$ cat config.mk
export PLATFORM = sky130hd
export DESIGN_NAME = if_prefetch_queue
export DESIGN_NICKNAME = d
export VERILOG_FILES = /design/src/rtl/if_prefetch_queue.sv
export SDC_FILE = /design/constraint.sdc
export NUM_CORES = 1
export LEC_CHECK = 0
export CAP_MARGIN = 40
export CORE_ASPECT_RATIO = 1.5
export CORE_MARGIN = 2
export CORE_UTILIZATION = 45
export DETAILED_ROUTE_END_ITERATION = 6
export HOLD_SLACK_MARGIN = 0.05
export PLACE_DENSITY = 0.7
export SLEW_MARGIN = 20
export SYNTH_ARGS = -nofsm -noshare
export SYNTH_HDL_FRONTEND = slang
export SYNTH_SLANG_ARGS = --single-unit
$ cat constraint.sdc
create_clock -name clk -period 14.6 [get_ports clk]
set_clock_uncertainty 0.2 [all_clocks]
set_input_delay 2.19 -clock clk [delete_from_list [all_inputs] [get_ports clk]]
set_output_delay 2.19 -clock clk [all_outputs]
set_load 0.1 [all_outputs]
$ cat src/rtl/if_prefetch_queue.sv
// if_prefetch_queue: fetch stage with one-cycle IM, DEPTH-entry prefetch FIFO,
// fetch-time folding of B/BR and flush on ID redirect.
module if_prefetch_queue #(
  parameter int ADDR_W = 32,
  parameter int INSTR_W = 32,
  parameter int DEPTH = 4,
  parameter logic [ADDR_W-1:0] RESET_PC = '0
) (
  input  logic               clk,
  input  logic               rst,
  output logic               im_req,
  output logic [ADDR_W-1:0]  im_addr,
  input  logic [INSTR_W-1:0] im_data,
  output logic               id_valid,
  input  logic               id_ready,
  output logic [INSTR_W-1:0] id_instr,
  output logic [ADDR_W-1:0]  id_pc,
  input  logic               redirect_en,
  input  logic [ADDR_W-1:0]  redirect_pc,
  input  logic               write_enable,
  input  logic [2:0]         write_addr,
  input  logic [31:0]        write_value,
  output logic [2:0]         br_addr,
  input  logic [31:0]        br_value,
  output logic [ADDR_W-1:0]  fetch_pc
);
  localparam int PW = $clog2(DEPTH);
  localparam int CW = PW + 1;
  logic [ADDR_W-1:0] fetch_pc_q, fetch_pc_d, resp_pc_q, resp_pc_d, off, target, nxt_pc;
  logic inflight_q, inflight_d, squash_q, squash_d;
  logic [CW-1:0] count_q, count_d;
  logic [PW-1:0] rd_ptr_q, rd_ptr_d, wr_ptr_q, wr_ptr_d, head;
  logic [INSTR_W-1:0] instr_q [DEPTH];
  logic [ADDR_W-1:0] pc_q [DEPTH];
  logic [31:0] base;
  logic is_b, is_br, resp_ok, take_br, push, pop;
  always_comb begin
    br_addr = im_data[24:22];
    is_b = im_data[31:25] == 7'b1100000;
    is_br = im_data[31:25] == 7'b1100010;
    resp_ok = inflight_q && !squash_q;
    take_br = resp_ok && (is_b || is_br) && !redirect_en;
    off = ADDR_W'($signed(im_data[15:0])) << 2;
    base = (write_enable && write_addr == br_addr) ? write_value : br_value;
    target = (is_br ? ADDR_W'(base) : resp_pc_q) + off;
    im_req = !rst && ((count_q + CW'(inflight_q)) < CW'(DEPTH));
    id_valid = count_q != '0;
    push = resp_ok && !(is_b || is_br) && !redirect_en;
    pop = id_valid && id_ready && !redirect_en;
    nxt_pc = redirect_en ? redirect_pc : take_br ? target : im_req ? fetch_pc_q + ADDR_W'(4) : fetch_pc_q;
    fetch_pc_d = nxt_pc & ~ADDR_W'(3);
    inflight_d = im_req;
    // the request issued alongside a redirect or a folded branch is on the wrong path
    squash_d = im_req && (redirect_en || take_br);
    resp_pc_d = im_req ? fetch_pc_q : resp_pc_q;
    count_d = redirect_en ? '0 : count_q + CW'(push) - CW'(pop);
    wr_ptr_d = redirect_en ? rd_ptr_q : wr_ptr_q + PW'(push);
    rd_ptr_d = rd_ptr_q + PW'(pop);
    // when empty, the slot behind rd_ptr still holds the last popped entry
    head = (count_q == '0) ? rd_ptr_q - PW'(1) : rd_ptr_q;
    id_instr = instr_q[head];
    id_pc = pc_q[head];
    im_addr = fetch_pc_q;
    fetch_pc = fetch_pc_q;
  end
  always_ff @(posedge clk) begin
    if (rst) begin
      fetch_pc_q <= RESET_PC;
      resp_pc_q <= RESET_PC;
      inflight_q <= 1'b0;
      squash_q <= 1'b0;
      count_q <= '0;
      rd_ptr_q <= '0;
      wr_ptr_q <= '0;
    end else begin
      fetch_pc_q <= fetch_pc_d;
      resp_pc_q <= resp_pc_d;
      inflight_q <= inflight_d;
      squash_q <= squash_d;
      count_q <= count_d;
      rd_ptr_q <= rd_ptr_d;
      wr_ptr_q <= wr_ptr_d;
    end
  end
  always_ff @(posedge clk) begin
    if (push) begin
      instr_q[wr_ptr_q] <= im_data;
      pc_q[wr_ptr_q] <= resp_pc_q;
    end
  end
endmodule

==> flow_summary.ini <==
[cells_and_area]
mostFrequentLayoutCell = clkdlybuf4s50_1
finalNetCount = 1677
post-route-cell-area_mm2 = 0.0211
stdcell_count = 1943
syn2layout_area_growth_pct = 40.7
fillers = 2399
final_layout_size_suffix_gt1_share_pct = 19.5
layout_common_cells = clkdlybuf4s50_1 (256), edfxtp_1 (248), nand2_1 (129), buf_8 (108), o21ai_0 (87)

[placed_design]
hpwl_um = 30800
place_area_mm2 = 0.0201
dp_cells = 1886
io_buffers = 256
gp_congestion = 0.885

[die]
dieHeight_um = 228
num_io_pins = 269
fp.coreArea_mm2 = 0.0327
core.rowCount = 81
fp.dieArea_mm2 = 0.0348
initial_utilization_pct = 45.8
fp.dieW_um = 153

[timing]
slew_viol_final = 0
grt_setup_unrepaired = false
maxSlewHeadroom_pct = 41.3
finalSetupTns_ps = 0
fin_hold_ws_ps = 318
min_period_ps = 6470
setup_viol = 0
post-route-period-util_pct = 44.3
max_freq_mhz = 155
finalHoldViolCount = 0
tightest_slew_ps = 873

[clock_tree]
cts_made_buffers = 29
insertion_delay_ps = 550
hold_buffers = 0
post_cts_resized = 0
clk_pin_slew_ps = 60
cts_tree = yes
htree_levels = 1
cts_root_buf = clkbuf_16
cts_sinks = 317
cts_setup_buffers = 0
cts.path.max_buffers = 3

[worst_setup_path]
crit_type = input port to output port
cp.arrival_ps = 4080
worstPathCellList = clkdlybuf4s50_1 > buf_4 > nor2b_1 > mux2i_1 > clkinv_1 > clkdlybuf4s50_1 > buf_8
worst_path_max_delay_cell = clkdlybuf4s50_1
worstSetupEndpointType = output port
start_kind = input port
max_stage_delay_ps = 470
worst_path_most_repeated_cell = clkdlybuf4s50_1
cpLargestDelayFamily = buffers and inverters
path_buf_inv = 5
cp_max_fo = 31
cp.required_ps = 12210

[global_routing]
grt.total_usage_pct = 24.8
antenna_found_initial = 1
overflow = 0
grt_pass1_vias = 11293
grt_max_degree = 61
grt_pass1_wl_um = 66400

[power]
peakVddDrop_mv = 0.0835
total_power_mw = 2.44
p_comb_share_pct = 25.4
p_leak_nw = 7.66
power.switching_uw = 731
p_seq_share_pct = 41.9
intPower_mw = 1.70
powerDensity_mw_per_mm2 = 115
clkPwrFrac_pct = 32.7
p_sw_share_pct = 30.0

[logic_synthesis]
syn_area_mm2 = 0.0150
yosysWarnings = 0
synth_ff_type = edfxtp_1
async_flop_share_pct = 0
synth_area_per_cell_um2 = 13.1
yosysSeqAreaShare_pct = 58.9
synth_cell_types = 75
postSynthCellCount = 1149
ys_seq_elements = 317
synth_edf_count = 248

[detailed_routing]
vias_per_cell = 5.68
drtIter0Drc = 816
first_pass_iters = 6
vias = 11031
wl_per_cell_um = 22.4
ant_nets = 0
drcViolationCount = 0
finalWirelength_um = 43500

[outcome]
status = finished, final reports clean

[flow_run]
drv_cap = 0

[hold_path]
hp-class = register to register
## power by group through the flow
stage / Sequential [mW] / Clock, mW / Combinational, mW
6_report: 1.02 / 0.796 / 0.619
5_1_grt: 1.02 / 0.838 / 0.646
4_1_cts: 1.02 / 0.810 / 0.621
3_5_place_dp: 1.04 / 0 / 0.619
3_3_place_gp: 1.04 / 0 / 0.502
2_1_floorplan: 1.07 / 0 / 0.331
## final cells by class
type	count	area [um2]	area share (%)
antenna	1	2.50	0.0119
clock buffer	38	821	3.89
clock inverter	15	185	0.878
inverter	24	90.1	0.427
multi-input combinational	721	5640	26.7
sequential	317	8830	41.8
tap	415	519	2.46
timing repair buffer	412	5010	23.7
## state kept, by name, indices dropped and copies added (netlist names)
register and count:
instr_q 128, pc_q 120, fetch_pc 30, resp_pc_q 30, count_q 3, rd_ptr_q 2
wr_ptr_q 2, inflight_q 1, squash_q 1
## path summary, 6_finish.rpt
check	cells after the start	slack, ps	startpoint	end
worst max-delay path	7	8130	rst	im_req
worst min-delay path	2	320	resp_pc_q[19]	resp_pc_q[19]
worst max register to register	12	11080	resp_pc_q[2]	fetch_pc[26]
worst min register to register	2	320	resp_pc_q[19]	resp_pc_q[19]
## cells in the mapped netlist (6+ instances only)
| cell type | instances | share of area, % |
|---|---|---|
| dfxtp_1 | 69 | 9.2 |
| o211ai_1 | 7 | 0.35 |
| a31oi_1 | 8 | 0.33 |
| nand2_1 | 129 | 3.2 |
| and3_1 | 6 | 0.25 |
| buf_4 | 39 | 2.0 |
| nor3_1 | 20 | 0.67 |
| nand4_1 | 10 | 0.42 |
| nand3_1 | 25 | 0.83 |
| a211o_1 | 6 | 0.35 |
| or4_1 | 6 | 0.30 |
| mux2i_1 | 36 | 2.4 |
| a21oi_1 | 43 | 1.4 |
| or3_1 | 7 | 0.29 |
| edfxtp_1 | 248 | 50 |
| inv_1 | 23 | 0.58 |
| mux4_2 | 62 | 9.3 |
| buf_2 | 12 | 0.40 |
| a21o_1 | 14 | 0.70 |
| a221oi_1 | 11 | 0.64 |
| xnor2_1 | 24 | 1.4 |
| clkbuf_1 | 37 | 0.93 |
| nor2_1 | 61 | 1.5 |
| ha_1 | 34 | 2.8 |
| xor2_1 | 13 | 0.76 |
| o31ai_1 | 6 | 0.30 |
| o21ai_0 | 87 | 2.9 |
## cells by family (layout without fill, tap and decap cells)
group                    Yosys count  in the layout  synth area share (%)
AND/OR/NAND/NOR                  301            301                  9.49
other                              1              7                0.0250
buffers and inverters            116            489                  3.98
XOR/XNOR                          37             37                  2.16
adder cells (fa/ha/maj)           36             36                  3.10
AO/OA/AOI/OAI                    240            240                  10.4
flip-flops                       317            317                  58.9
multiplexers                     101            101                  11.9
## layer usage
layer  track usage (%)  wire (um)  vias up
met4              8.78       1400        0
met2              45.5      22900      440
met5                 0          0        -
met3              2.99       2500       76
li1                  -          -     5102
met1              30.2      16700     5413
## through the flow
stage,worst slack [ps],util (%)
2_1_floorplan,6710,-
3_3_place_gp,7290,54.4
3_5_place_dp,7500,61.3
4_1_cts,8050,64.3
5_1_grt,7900,64.4
6_report,8130,64.4
## worst register-to-register path, cell delays in order (launching register included)
cell and delay (ps):
dfxtp_1 410, nand2_1 60, o21ai_0 90, ha_1 250, inv_1 80, fa_1 390
and2b_1 250, o31ai_1 120, and3b_4 240, or4_4 530, a211o_1 290, a211o_1 310
a211oi_2 220
No activity file was read; power rests on OpenSTA's default activity.
